--- config.mk ---
export PLATFORM = sky130hd
export DESIGN_NAME = adder32_seq
export DESIGN_NICKNAME = d
export VERILOG_FILES = /design/src/rtl/alu_pkg.sv /design/src/rtl/add8_slice.sv /design/src/rtl/adder32_seq.sv
export SDC_FILE = /design/constraint.sdc
export NUM_CORES = 1
export LEC_CHECK = 0
export CORE_MARGIN = 8
export CORE_UTILIZATION = 50
export DETAILED_ROUTE_END_ITERATION = 10
export PLACE_DENSITY = 0.79
export SLEW_MARGIN = 20
export SYNTH_ARGS = -nofsm -noshare
export SYNTH_HDL_FRONTEND = slang
export SYNTH_SLANG_ARGS = --single-unit
--- constraint.sdc ---
create_clock -name clk -period 8.4 [get_ports clk]
set_input_delay 1.26 -clock clk [delete_from_list [all_inputs] [get_ports clk]]
set_output_delay 1.26 -clock clk [all_outputs]
set_load 0.01 [all_outputs]
--- src/rtl/alu_pkg.sv ---
// Shared ALU definitions: FSM states, datapath widths and the flag bundle.
// Latency: n/a (types and constants only).
// Backpressure: n/a.
package alu_pkg;

    localparam int XLEN    = 32;
    localparam int SLICE_W = 8;
    localparam int N_STEPS = XLEN / SLICE_W;
    localparam int K_W     = $clog2(N_STEPS);

    typedef enum logic [1:0] {
        IDLE = 2'd0,
        RUN  = 2'd1,
        DONE = 2'd2
    } state_t;

    typedef struct packed {
        logic of;
        logic sf;
        logic cf;
        logic zf;
    } flags_t;

endpackage

--- src/rtl/add8_slice.sv ---
// Combinational 8-bit carry-lookahead adder slice.
// Latency: 0 cycles (pure combinational).
// Backpressure: none, no handshake.
//
// Ports: a, b (operand bytes), cin (carry in) -> s (sum byte), cout (carry out).
module add8_slice
    import alu_pkg::*;
(
    input  logic [SLICE_W-1:0] a,
    input  logic [SLICE_W-1:0] b,
    input  logic               cin,
    output logic [SLICE_W-1:0] s,
    output logic               cout
);

    logic [SLICE_W-1:0] g;
    logic [SLICE_W-1:0] p;
    logic [SLICE_W:0]   c;

    assign g = a & b;
    assign p = a ^ b;

    // Each carry is formed directly from the generate/propagate terms of all
    // lower bits and cin, so no carry depends on another computed carry.
    always_comb begin
        logic prod;
        c    = '0;
        prod = 1'b0;
        c[0] = cin;
        for (int i = 0; i < SLICE_W; i++) begin
            prod = cin;
            for (int j = 0; j <= i; j++) begin
                prod = prod & p[j];
            end
            c[i+1] = prod;
            for (int j = 0; j <= i; j++) begin
                prod = g[j];
                for (int m = j + 1; m <= i; m++) begin
                    prod = prod & p[m];
                end
                c[i+1] = c[i+1] | prod;
            end
        end
    end

    assign s    = p ^ c[SLICE_W-1:0];
    assign cout = c[SLICE_W];

endmodule

--- src/rtl/adder32_seq.sv ---
// Multi-cycle 32-bit add/subtract using one shared 8-bit slice, low byte first.
// Latency: 4 cycles from acceptance to out_valid; 1 op per 6 cycles at best.
// Backpressure: result and flags held in DONE until out_ready; in_ready=0 while busy.
//
// Ports: clk, rst (async active-high); in_valid/in_ready with x, y, sub (0 add, 1 sub);
//        flush (sync abort to IDLE); out_valid/out_ready with f and of/sf/cf/zf flags.
// Build option: define ADDER32_SEQ_FLAGS_EN to build the flag logic; otherwise the
//               flag outputs are tied to 0 and the zero accumulator is omitted.
module adder32_seq
    import alu_pkg::*;
#(
    parameter int W_SLICE = SLICE_W
)
(
    input  logic            clk,
    input  logic            rst,
    input  logic            in_valid,
    output logic            in_ready,
    input  logic [XLEN-1:0] x,
    input  logic [XLEN-1:0] y,
    input  logic            sub,
    input  logic            flush,
    output logic            out_valid,
    input  logic            out_ready,
    output logic [XLEN-1:0] f,
    output logic            of,
    output logic            sf,
    output logic            cf,
    output logic            zf
);

    state_t             state;
    logic [K_W-1:0]     k;
    logic               carry;
    logic [XLEN-1:0]    xr;
    logic [XLEN-1:0]    ytr;

    logic [W_SLICE-1:0] a_byte;
    logic [W_SLICE-1:0] b_byte;
    logic [W_SLICE-1:0] s_byte;
    logic               cout;
    logic [K_W+2:0]     lsb;
    logic               last_step;
    logic               step;

    // Bit offset of the byte being processed this cycle.
    assign lsb       = {k, 3'b000};
    assign a_byte    = xr[lsb +: W_SLICE];
    assign b_byte    = ytr[lsb +: W_SLICE];
    assign last_step = (k == K_W'(N_STEPS - 1));
    assign step      = (state == RUN) && !flush;

    add8_slice u_slice (
        .a    (a_byte),
        .b    (b_byte),
        .cin  (carry),
        .s    (s_byte),
        .cout (cout)
    );

    // Handshake outputs decode registered state only.
    assign in_ready  = (state == IDLE);
    assign out_valid = (state == DONE);

    always_ff @(posedge clk or posedge rst) begin
        if (rst) begin
            state <= IDLE;
            k     <= '0;
            carry <= 1'b0;
            xr    <= '0;
            ytr   <= '0;
            f     <= '0;
        end else if (flush) begin
            // Abort wins over every transition; f keeps whatever it held.
            state <= IDLE;
        end else begin
            unique case (state)
                IDLE: begin
                    if (in_valid) begin
                        state <= RUN;
                        xr    <= x;
                        // Subtract as x + ~y + 1: the +1 enters as the initial carry.
                        ytr   <= sub ? ~y : y;
                        carry <= sub;
                        k     <= '0;
                    end
                end
                RUN: begin
                    f[lsb +: W_SLICE] <= s_byte;
                    carry             <= cout;
                    k                 <= k + 1'b1;
                    if (last_step) begin
                        state <= DONE;
                    end
                end
                DONE: begin
                    if (out_ready) begin
                        state <= IDLE;
                    end
                end
                default: state <= IDLE;
            endcase
        end
    end

`ifdef ADDER32_SEQ_FLAGS_EN
    flags_t flg;
    logic   zacc;
    logic   subr;

    always_ff @(posedge clk or posedge rst) begin
        if (rst) begin
            flg  <= '0;
            zacc <= 1'b0;
            subr <= 1'b0;
        end else if (state == IDLE && in_valid && !flush) begin
            zacc <= 1'b1;
            subr <= sub;
        end else if (step) begin
            zacc <= zacc & (s_byte == '0);
            if (last_step) begin
                // The top byte is only now available, so build flags from it
                // directly rather than from f, which updates on this same edge.
                flg.sf <= s_byte[W_SLICE-1];
                flg.zf <= zacc & (s_byte == '0);
                // Inverting the carry turns it into a borrow for subtract.
                flg.cf <= cout ^ subr;
                flg.of <= (~xr[XLEN-1] & ~ytr[XLEN-1] &  s_byte[W_SLICE-1]) |
                          ( xr[XLEN-1] &  ytr[XLEN-1] & ~s_byte[W_SLICE-1]);
            end
        end
    end

    assign of = flg.of;
    assign sf = flg.sf;
    assign cf = flg.cf;
    assign zf = flg.zf;
`else
    assign of = 1'b0;
    assign sf = 1'b0;
    assign cf = 1'b0;
    assign zf = 1'b0;
`endif

endmodule

==> results by group <==
Floorplan
  • Num ports: between 100 and 150
  • Starting Density: 50.97%
  • # rows: 36
  • DIE AREA: about 0.013 mm^2
  • Die height: around 120 um
  • Placeable Area: 0.009684 mm^2
  • Chip width: 115.4 um

Clock tree
  • Post-CTS Setup Inserts: 0
  • Clk root buf: clkbuf_8
  • H-tree depth reported by CTS: 3
  • Maximum buffer depth of the clock tree: 2
  • Clock Latency Late Sink: 360 ps
  • CTS tree: yes
  • Hold buffer count at cts: 0
  • # resized after CTS: 0
  • CTS clk-pin slew, worst paths: roughly 100 ps
  • CTS Buf Count: 9
  • # clock sinks: 101

Final layout
  • Area growth syn-to-layout: 25.50%
  • Final instance area: 0.006195 mm^2
  • Final core occ: between 60 and 70%
  • Ratio of cells with drive above 1 in the final layout: 16.87%
  • Final Non-Filler Cells: 625
  • Final net count: 573
  • Antenna diodes: 0

Worst setup path
  • Type of the worst setup path: reg -> reg
  • Worst Setup SP: k[0]$_DFFE_PP0P_
  • End of the worst register-to-register path: f[30]$_DFFE_PP0P_
  • Arrival @ worst endpoint: 3610 ps
  • WP data required: roughly 8700 ps
  • CP Launch Type: flop
  • CP Capture Type: flop
  • Worst-path maximum fanout: 17
  • R2R Path Start: k[0]$_DFFE_PP0P_
  • FF-to-FF path depth: 9
  • R2r setup slk: 5090 ps

Global routing
  • Largest net degree at the start of global routing: 100
  • GRT Total Usage: between 15 and 20%
  • Gr ovfl total: 0
  • First-pass GRT wire length: 17430 um
  • Vias in the first global route: 3477
  • Initial antenna violation count: 0

Placement
  • Placed Area: 0.005984 mm^2
  • Placed wire-length estimate: between 8000 and 9000 um
  • IO Port Bufs: 103
  • Placer's final routability congestion estimate: 0.8021
  • Placed insts: 609

Timing
  • Hold slack: roughly 490 ps
  • Final setup vio count: 0
  • Post-route clock period utilization: 39.44%
  • Unrepaired setup endpoints after global routing: false
  • Final min period: 3313 ps
  • Slew headroom: 34.77%
  • Fmax: 301.8 MHz
  • Pins over their slew limit: 0
  • Setup Skew: 12.35 ps
  • Setup TNS Final: 0 ps
  • Final Hold Fails: 0
  • Slew @ Worst Pin: 978.4 ps

Route
  • Vias per cell: 5.392
  • Vias: 3370
  • Wire length per cell: 17.12 um
  • First-pass DRT Iterations: 4
  • Routed Antenna Nets: 0
  • Residual DRC: 0
  • Total wire length: 10700 um
  • Initial DRC Count: 178

Yosys
  • YS warnings: 0
  • Most instantiated library cell after synthesis: dfrtp_1
  • Top FF cell, synth: dfrtp_1
  • Mapped Area: 0.004936 mm^2
  • Number of synthesized register bits: just over 100
  • Seq/Total Area, Yosys: ~51%
  • Ys async rst share: 100.0%
  • Yosys top cell area share: 51.20%
  • Syn_area_per_cell: between 10 and 15 um^2
  • Most area-hungry cell type in the Yosys netlist: dfrtp_1
  • Yosys cell types: 42
  • Commonest cells in the netlist: 101 x dfrtp_1, 38 x nor2_1, 37 x xnor2_1
  • Number of synthesized flops with an enable pin: 0
  • Synth area leaders: dfrtp_1 51%, mux2_2 7.3%, mux4_2 7.3%
  • Cells after synthesis: slightly below 400

Power
  • Cell Pwr Density: around 330 mW/mm^2
  • Maximum VDD drop: 0.1616 mV
  • Static Leak: 2.509 nW

Hold path
  • Min-delay src: f[25]$_DFFE_PP0P_
  • Worst hold stages: 2
  • Hold EP: f[25]$_DFFE_PP0P_
  • Hold crit path type: reg -> reg

Outcome
  • Status: finished, final reports clean

Job
  • Max Cap Viol: 0
-- layout by cell type (no fill, tap or decap), types with 11 or more instances in the layout --
cell type / n
xnor2_1: 37
ha_1: 15
clkbuf_8: 11
a21oi_1: 35
mux2_2: 32
nor2_1: 38
dfrtp_1: 101
mux4_2: 16
clkdlybuf4s50_1: 102
a22o_1: 25
nand2_1: 17
-- metal layers --
metal | share of wire, % | global-route usage (%) | vias to the layer above | wire length, um
met2 | 49 | 27.79 | 99 | 5228
li1 | - | - | 1577 | -
met3 | 6.5 | 3.834 | 12 | 694
met1 | 44 | 21.06 | 1682 | 4657
met5 | 0 | 0 | - | 0
met4 | 1.1 | 4.729 | 0 | 119
-- how the worst max path moves through the flow --
stage                               to  slack [ps]  depth (start not counted)
finish               f[30]$_DFFE_PP0P_        5090                          9
global route         f[30]$_DFFE_PP0P_        4850                          9
CTS                  f[30]$_DFFE_PP0P_        5100                          9
detailed placement  xr[12]$_DFFE_PP0P_        5080                          4
global placement    xr[31]$_DFFE_PP0P_        5120                          4
floorplan            carry$_DFFE_PP0P_        4490                          1
-- state kept, by name, summed over array words and instances (netlist names) --
name   flops
carry      1
f         32
k          2
state      2
xr        32
ytr       32
-- logic make-up (layout without fill, tap and decap cells) --
logic type      Yosys count  after routing  synth area share (%)
xor+xnor                 37             37                 6.565
compound gates           80             80                 11.58
fa+ha+maj                16             16                 4.208
other cells               1              4               0.07597
buf+inv                  36            131                 4.461
mux                      49             49                 14.88
simple gates             74             74                 7.022
flops                   101            101                 51.20
-- area by class of cell --
type                       count  area [um^2]
clock buffer                  12        155.1
clock inverter                 4        55.05
fill                         743         3490
inverter                       9        36.28
multi-input combinational    260         2206
sequential                   101         2527
tap                          133        166.4
timing repair buffer         106         1049
-- critical path, stage by stage (launching register included) --
cell and delay (ps):
dfrtp_1 600, buf_4 400, mux4_2 580, ha_1 320
ha_1 190, o2111ai_1 240, nand3_1 180, a41oi_2 260
a21boi_2 300, a22o_1 170
-- per-stage QoR --
stage	worst slack [ps]	total power, W
floorplan	4493	0.001422
global placement	5118	0.001697
detailed placement	5079	0.001741
CTS	5098	0.002059
global route	4853	0.002187
finish	5087	0.002050
-- power breakdown --
group          internal (W)  leakage (nW)  total, W  switching, W
clock              0.000156         0.103  0.000318      0.000162
sequential         0.000620          1.23  0.000724      0.000104
combinational      0.000476          1.18   0.00101      0.000532
Note: power is estimated with default switching activity, not from simulation.
